## src/rtl/axi_wr_master.sv

```systemverilog
// AXI write master: cmd accepted -> AW valid next cycle; W streams wd_* once that AW is up (wd_ready = WREADY); cmd stalls while AW pending, outstanding full or length FIFO full.
// AXI_WR_BRESP_PER_BEAT_EN: slave returns one B per W beat and the outstanding counter tracks beats instead of bursts.
module axi_wr_master #(
    parameter logic [3:0] AXI_ID          = 4'h0,
    parameter int         MAX_OUTSTANDING = 4
) (
    input  logic        clk,
    input  logic        rst,
    input  logic        cmd_valid,
    output logic        cmd_ready,
    input  logic [31:0] cmd_addr,
    input  logic [3:0]  cmd_len,
    input  logic        cmd_incr,
    input  logic        wd_valid,
    output logic        wd_ready,
    input  logic [63:0] wd_data,
    output logic        AWVALID,
    input  logic        AWREADY,
    output logic [31:0] AWADDR,
    output logic [3:0]  AWLEN,
    output logic [2:0]  AWSIZE,
    output logic [1:0]  AWBURST,
    output logic [3:0]  AWID,
    output logic        WVALID,
    input  logic        WREADY,
    output logic [63:0] WDATA,
    output logic [7:0]  WSTRB,
    output logic        WLAST,
    output logic [3:0]  WID,
    input  logic        BVALID,
    output logic        BREADY,
    input  logic [1:0]  BRESP,
    input  logic [3:0]  BID,
    output logic        busy,
    output logic        err,
    input  logic        err_clr,
    output logic [7:0]  resp_cnt
);
    localparam int PW = (MAX_OUTSTANDING > 1) ? $clog2(MAX_OUTSTANDING) : 1;
    localparam int CW = $clog2(MAX_OUTSTANDING + 1);
    localparam int OW = $clog2(MAX_OUTSTANDING * 16 + 1);

    typedef enum logic {AW_IDLE, AW_SEND} aw_state_t;
    typedef enum logic {W_IDLE, W_BURST} w_state_t;

    aw_state_t     aw_state_q, aw_state_d;
    w_state_t      w_state_q, w_state_d;
    logic          awvalid_q, awvalid_d;
    logic [31:0]   awaddr_q, awaddr_d;
    logic [3:0]    awlen_q, awlen_d;
    logic [1:0]    awburst_q, awburst_d;
    logic          cmd_ready_q, cmd_ready_d;
    logic [3:0]    beat_q, beat_d;
    logic [3:0]    wlen_q, wlen_d;
    logic [OW-1:0] outst_q, outst_d;
    logic [PW-1:0] wr_ptr_q, wr_ptr_d;
    logic [PW-1:0] rd_ptr_q, rd_ptr_d;
    logic [CW-1:0] cnt_q, cnt_d;
    logic          err_q, err_d;
    logic [7:0]    resp_cnt_q, resp_cnt_d;
    logic [3:0]    fifo_mem [MAX_OUTSTANDING];

    logic cmd_hs, aw_hs, w_hs, b_hs, fifo_pop, err_set;

`ifdef AXI_WR_BRESP_PER_BEAT_EN
    // Burst must fit in the beat budget; depends on the live cmd_len so it stays combinational.
    logic cmd_fit;
    assign cmd_fit   = ({1'b0, outst_q} + (OW+1)'(cmd_len) + (OW+1)'(1)) <= (OW+1)'(MAX_OUTSTANDING * 16);
    assign cmd_ready = cmd_ready_q && cmd_fit;
`else
    assign cmd_ready = cmd_ready_q;
`endif

    assign cmd_hs   = cmd_valid && cmd_ready;
    assign aw_hs    = awvalid_q && AWREADY;
    assign w_hs     = WVALID && WREADY;
    assign b_hs     = BVALID && BREADY;
    assign fifo_pop = (w_state_q == W_IDLE) && (cnt_q != '0);
    assign err_set  = (b_hs && ((BRESP != 2'b00) || (BID != AXI_ID))) || (BVALID && (outst_q == '0));

    always_comb begin
        aw_state_d = aw_state_q;
        awvalid_d  = awvalid_q;
        awaddr_d   = awaddr_q;
        awlen_d    = awlen_q;
        awburst_d  = awburst_q;
        w_state_d  = w_state_q;
        beat_d     = beat_q;
        wlen_d     = wlen_q;
        wr_ptr_d   = wr_ptr_q;
        rd_ptr_d   = rd_ptr_q;

        case (aw_state_q)
            AW_IDLE: if (cmd_hs) begin
                aw_state_d = AW_SEND;
                awvalid_d  = 1'b1;
                awaddr_d   = cmd_addr;
                awlen_d    = cmd_len;
                awburst_d  = cmd_incr ? 2'b01 : 2'b00;
            end
            AW_SEND: if (AWREADY) begin
                aw_state_d = AW_IDLE;
                awvalid_d  = 1'b0;
            end
            default: aw_state_d = AW_IDLE;
        endcase

        case (w_state_q)
            W_IDLE: if (fifo_pop) begin
                w_state_d = W_BURST;
                beat_d    = 4'd0;
                wlen_d    = fifo_mem[rd_ptr_q];
            end
            W_BURST: if (w_hs) begin
                beat_d = beat_q + 4'd1;
                if (WLAST) w_state_d = W_IDLE;
            end
            default: w_state_d = W_IDLE;
        endcase

        if (cmd_hs)   wr_ptr_d = (wr_ptr_q == PW'(MAX_OUTSTANDING - 1)) ? '0 : wr_ptr_q + 1'b1;
        if (fifo_pop) rd_ptr_d = (rd_ptr_q == PW'(MAX_OUTSTANDING - 1)) ? '0 : rd_ptr_q + 1'b1;
        cnt_d = cnt_q + CW'(cmd_hs) - CW'(fifo_pop);

`ifdef AXI_WR_BRESP_PER_BEAT_EN
        outst_d = outst_q + (aw_hs ? (OW'(awlen_q) + OW'(1)) : '0) - OW'(b_hs);
`else
        outst_d = outst_q + OW'(aw_hs) - OW'(b_hs);
`endif

        err_d       = err_set || (err_q && !err_clr);
        resp_cnt_d  = resp_cnt_q + {7'd0, b_hs};
        cmd_ready_d = (aw_state_d == AW_IDLE) && (outst_d < OW'(MAX_OUTSTANDING)) &&
                      (cnt_d < CW'(MAX_OUTSTANDING));
    end

    always_ff @(posedge clk or posedge rst) begin
        if (rst) begin
            aw_state_q  <= AW_IDLE;
            awvalid_q   <= 1'b0;
            awaddr_q    <= '0;
            awlen_q     <= '0;
            awburst_q   <= '0;
            w_state_q   <= W_IDLE;
            beat_q      <= '0;
            wlen_q      <= '0;
            wr_ptr_q    <= '0;
            rd_ptr_q    <= '0;
            cnt_q       <= '0;
            outst_q     <= '0;
            err_q       <= 1'b0;
            resp_cnt_q  <= '0;
            cmd_ready_q <= 1'b0;
        end else begin
            aw_state_q  <= aw_state_d;
            awvalid_q   <= awvalid_d;
            awaddr_q    <= awaddr_d;
            awlen_q     <= awlen_d;
            awburst_q   <= awburst_d;
            w_state_q   <= w_state_d;
            beat_q      <= beat_d;
            wlen_q      <= wlen_d;
            wr_ptr_q    <= wr_ptr_d;
            rd_ptr_q    <= rd_ptr_d;
            cnt_q       <= cnt_d;
            outst_q     <= outst_d;
            err_q       <= err_d;
            resp_cnt_q  <= resp_cnt_d;
            cmd_ready_q <= cmd_ready_d;
        end
    end

    always_ff @(posedge clk) begin
        if (cmd_hs) fifo_mem[wr_ptr_q] <= cmd_len;
    end

    assign AWVALID  = awvalid_q;
    assign AWADDR   = awaddr_q;
    assign AWLEN    = awlen_q;
    assign AWSIZE   = 3'b011;
    assign AWBURST  = awburst_q;
    assign AWID     = AXI_ID;
    assign WVALID   = (w_state_q == W_BURST) && wd_valid;
    assign wd_ready = (w_state_q == W_BURST) && WREADY;
    assign WDATA    = (w_state_q == W_BURST) ? wd_data : '0;
    assign WLAST    = (w_state_q == W_BURST) && (beat_q == wlen_q);
    assign WSTRB    = 8'hFF;
    assign WID      = AXI_ID;
    assign BREADY   = (outst_q != '0);
    assign busy     = (aw_state_q != AW_IDLE) || (w_state_q != W_IDLE) || (cnt_q != '0) || (outst_q != '0);
    assign err      = err_q;
    assign resp_cnt = resp_cnt_q;
endmodule

```

## config.mk

```make
export PLATFORM = sky130hd
export DESIGN_NAME = axi_wr_master
export DESIGN_NICKNAME = d
export VERILOG_FILES = /design/src/rtl/axi_wr_master.sv
export SDC_FILE = /design/constraint.sdc
export NUM_CORES = 1
export LEC_CHECK = 0
export ABC_CLOCK_PERIOD_IN_PS = 3400
export BUFFER_PORTS_ARGS = -buffer_cell sky130_fd_sc_hd__buf_2
export CAP_MARGIN = 20
export CELL_PAD_IN_SITES_DETAIL_PLACEMENT = 1
export CELL_PAD_IN_SITES_GLOBAL_PLACEMENT = 2
export CORE_MARGIN = 10
export CORE_UTILIZATION = 25
export CTS_BUF_LIST = sky130_fd_sc_hd__clkbuf_4 sky130_fd_sc_hd__clkbuf_8
export DETAILED_ROUTE_END_ITERATION = 8
export PLACE_DENSITY_LB_ADDON = 0.1
export RECOVER_POWER = 25
export SETUP_SLACK_MARGIN = 0.1
export SLEW_MARGIN = 0
export SYNTH_ARGS = -nofsm -noshare
export SYNTH_HDL_FRONTEND = slang
export SYNTH_SLANG_ARGS = --single-unit
```

## constraint.sdc

```tcl
create_clock -name clk -period 3.4 [get_ports clk]
set_clock_uncertainty 0.15 [all_clocks]
set_input_delay 0.51 -clock clk [delete_from_list [all_inputs] [get_ports clk]]
set_output_delay 0.51 -clock clk [all_outputs]
set_load 0.02 [all_outputs]
```

==> run_results.csv <==
group,metric,value,unit
sta,slew_headroom,0.233,
cells_and_area,finalCoreUtilization,0.341,
synthesis,synthArstFlopShare,0.818,
clock_network,cts.reportedPaths.clkPinSlew,90,ps
worst_setup_path,start_kind,"flip-flop",
worst_setup_path,setup.worst_path.class,"flip-flop to flip-flop",
pwr,worst_voltage_drop_across_the_vdd_grid,0.254,mV
pwr,leakage,3.18,nW
outcome,run_status,"finished clean",
cells_and_area,nNetsFinal,805,
cells_and_area,layoutNonFillerInstCount,903,
cells_and_area,register_area,0.00228,mm²
drt,detailedRoute.firstPassIterationCount,4,
placed_design,placement.io_buffers,231,
sta,fmax,0.328,GHz
clock_network,clock_path_buffers,2,
synthesis,synthDistinctLibCells,39,
worst_setup_path,rr_worst_depth,14,
sta,final_period_minus_worst_setup_slack,3050,ps
synthesis,yosysWarningCount,0,
floorplan,die-area,0.0233,mm²
clock_network,clk-insertion-delay-late,360,ps
floorplan,design.portCount,252,
drt,drc,0,
floorplan,die_h,153,µm
sta,timing.final.max_slew_violations,0,
synthesis,synth.top_cells.by_count,"121 x nand2_1, 72 x dfrtp_1, 66 x and2_1",
drt,post_drt_antenna_nets,0,
cells_and_area,drive_above_1_share,0.389,
drt,routed_wirelength,16000,µm
clock_network,clock_tree_from_tritoncts,"yes",
worst_setup_path,critical_path_arrival,3160,ps
synthesis,most_area_consuming_cells_after_synthesis,"dfrtp_1 41%, edfxtp_1 11%, nand2_1 10%",
pwr,totalPowerFinal,4.66,mW
clock_network,clock_sink_count,88,
drt,routed_via_density,4.22,
grt,antenna_found_initial,1,
synthesis,sequential_area_share_after_synthesis,0.518,
cells_and_area,num-fill-cells,2109,
cells_and_area,non_filler_cell_area_final,0.00591,mm²
floorplan,design.core.area,0.0173,mm²
sta,grt_setup_unrepaired,"false",
clock_network,post_cts_buffers,0,
drt,routed_length_per_placed_instance,17.7,µm
synthesis,avgSynthCellArea,9.94,µm²
floorplan,row_count,48,
run,maxCapViolCount,0,
synthesis,synth_top_cell_area_share,0.409,
hold_path,timing.hold.worst.class,"primary input to flip-flop",
sta,final_min_period_over_clock_period,0.898,
worst_setup_path,r2r_setup_slack,350,ps
clock_network,cts_root_buf,"clkbuf_8",
synthesis,number_of_synthesized_flops_with_an_enable_pin,16,
grt,total_overflow_reported_by_the_global_router,0,
placed_design,place_area,0.00574,mm²
placed_design,placed_cells,885,
drt,initialDrtViolationCount,113,
placed_design,place_congestion,0.937,
placed_design,hpwl,13100,µm
sta,finalSetupTns,0,ps
drt,num_vias,3813,
cells_and_area,multiInputGateArea,0.00191,mm²
clock_network,cts-buffers-inserted,9,
grt,grt_start_max_net_pins,70,
sta,actual_transition_at_the_worst_max_transition_pin,1150,ps
synthesis,yosys_register_bits,88,
grt,grt_first_pass_wirelength,24600,µm
sta,report.final.hold_viol_count,0,
clock_network,cts_max_level,3,
worst_setup_path,worstSetupEndpointType,"flip-flop",
synthesis,library_cell_with_the_highest_instance_count_after_synthesis,"nand2_1",
synthesis,mappedNetlistArea,0.00440,mm²
grt,via_count_of_the_first_global_routing_pass,4120,
floorplan,initial_core_util,0.254,
cells_and_area,syn2layout_area_growth,34.2,%
grt,globalRouteTotalUtil,0.132,
synthesis,syn_inst,443,
floorplan,overall_die_width,153,µm
synthesis,ys_dominant_reg_cell,"dfrtp_1",
pwr,power.density_cell_area,789,mW/mm²
worst_setup_path,worstPathRequired,3510,ps
hold_path,whs_path_depth,2,
synthesis,yosysTopAreaCell,"dfrtp_1",
worst_setup_path,worst-path-max-fanout,5,
sta,final-setup-viol-count,0,
-- state kept, by name, summed over array words and instances (netlist names) --
register	count
wr_ptr_q	2
cnt_q	3
AWLEN	4
w_state_q	1
resp_cnt	8
fifo_mem	16
aw_state_q	1
AWADDR	32
rd_ptr_q	2
beat_q	4
wlen_q	4
cmd_ready	1
err	1
AWVALID	1
outst_q	7
AWBURST	1
-- worst paths after layout --
| kind | start | end |
|---|---|---|
| setup / recovery | outst_q[5] | cmd_ready |
| hold / removal | err_clr | err |
| setup reg to reg | outst_q[5] | cmd_ready |
| hold reg to reg | resp_cnt[7] | resp_cnt[7] |
| max in group asynchronous | rst | AWADDR[22] |
| min in group asynchronous | rst | AWADDR[12] |
-- routing by layer --
metal	track usage	vias up	part of all wire
li1	-	1836	-
met1	0.154	1798	0.42
met2	0.222	175	0.50
met3	0.0508	4	0.084
met4	0.0327	0	0.0041
met5	0	-	0
-- power by group --
part	switching [mW]	internal, mW	total, mW
clock	0.400	0.277	0.677
sequential	0.293	1.44	1.73
combinational	1.39	0.860	2.25
total	2.08	2.58	4.66
-- layout make-up --
class	count	share of cell area
clock buffer	10	0.0222
clock inverter	6	0.00720
tap	225	0.0477
sequential	88	0.386
antenna	2	0.000847
multi-input combinational	318	0.323
timing repair buffer	236	0.201
inverter	18	0.0114
-- cell families (layout without fill, tap and decap cells) --
logic type	Yosys count	after routing	share of synthesized area
compound gates	18	18	0.0253
fa+ha+maj	19	19	0.0574
flops	88	88	0.518
other cells	2	22	0.00171
buf+inv	55	270	0.0645
xor+xnor	19	19	0.0395
simple gates	231	231	0.255
mux	11	11	0.0384
-- critical path: stages, from the launching register on --
cell and delay, ps:
dfrtp_1 400, inv_1 80, ha_1 160, nand4bb_1 140, o21ai_2 250, nand3_1 110
nand2_1 70, ha_1 150, inv_1 60, fa_1 400, nor2b_1 190, o311ai_0 170
a21oi_1 180, o211ai_1 150, nor4_2 300
-- stage by stage --
stage | hold slack (ps) | setup WS (ps)
2_1_floorplan | 293 | 522
3_3_place_gp | 305 | 337
3_5_place_dp | 311 | 262
4_1_cts | 97.5 | 241
5_1_grt | 170 | 125
6_report | 171 | 348
-- layout by cell type, fill, tap and decap left out, drive strengths merged, types with 3 or more instances in the layout --
cell type  netlist  final
a21o             3      3
a21oi            4      4
and2            66     66
and3             7      7
buf             25    231
clkbuf          12     15
clkinv           0      3
conb             2     20
dfrtp           72     72
edfxtp          16     16
ha              17     17
inv             18     20
mux2             7      7
mux4             4      4
nand2          121    121
nand3            6      6
nor2            10     10
nor3             6      6
nor4             4      4
o21ai            6      6
xnor2            8      8
xor2            11     11
-- repair_timing --
| item | in CTS | in global routing |
|---|---|---|
| hold buffers | 0 | 0 |
| resized for setup | 0 | 1 |
| endpoints found under the setup margin | 0 | 1 |
Power figures use the tool's default switching activity.
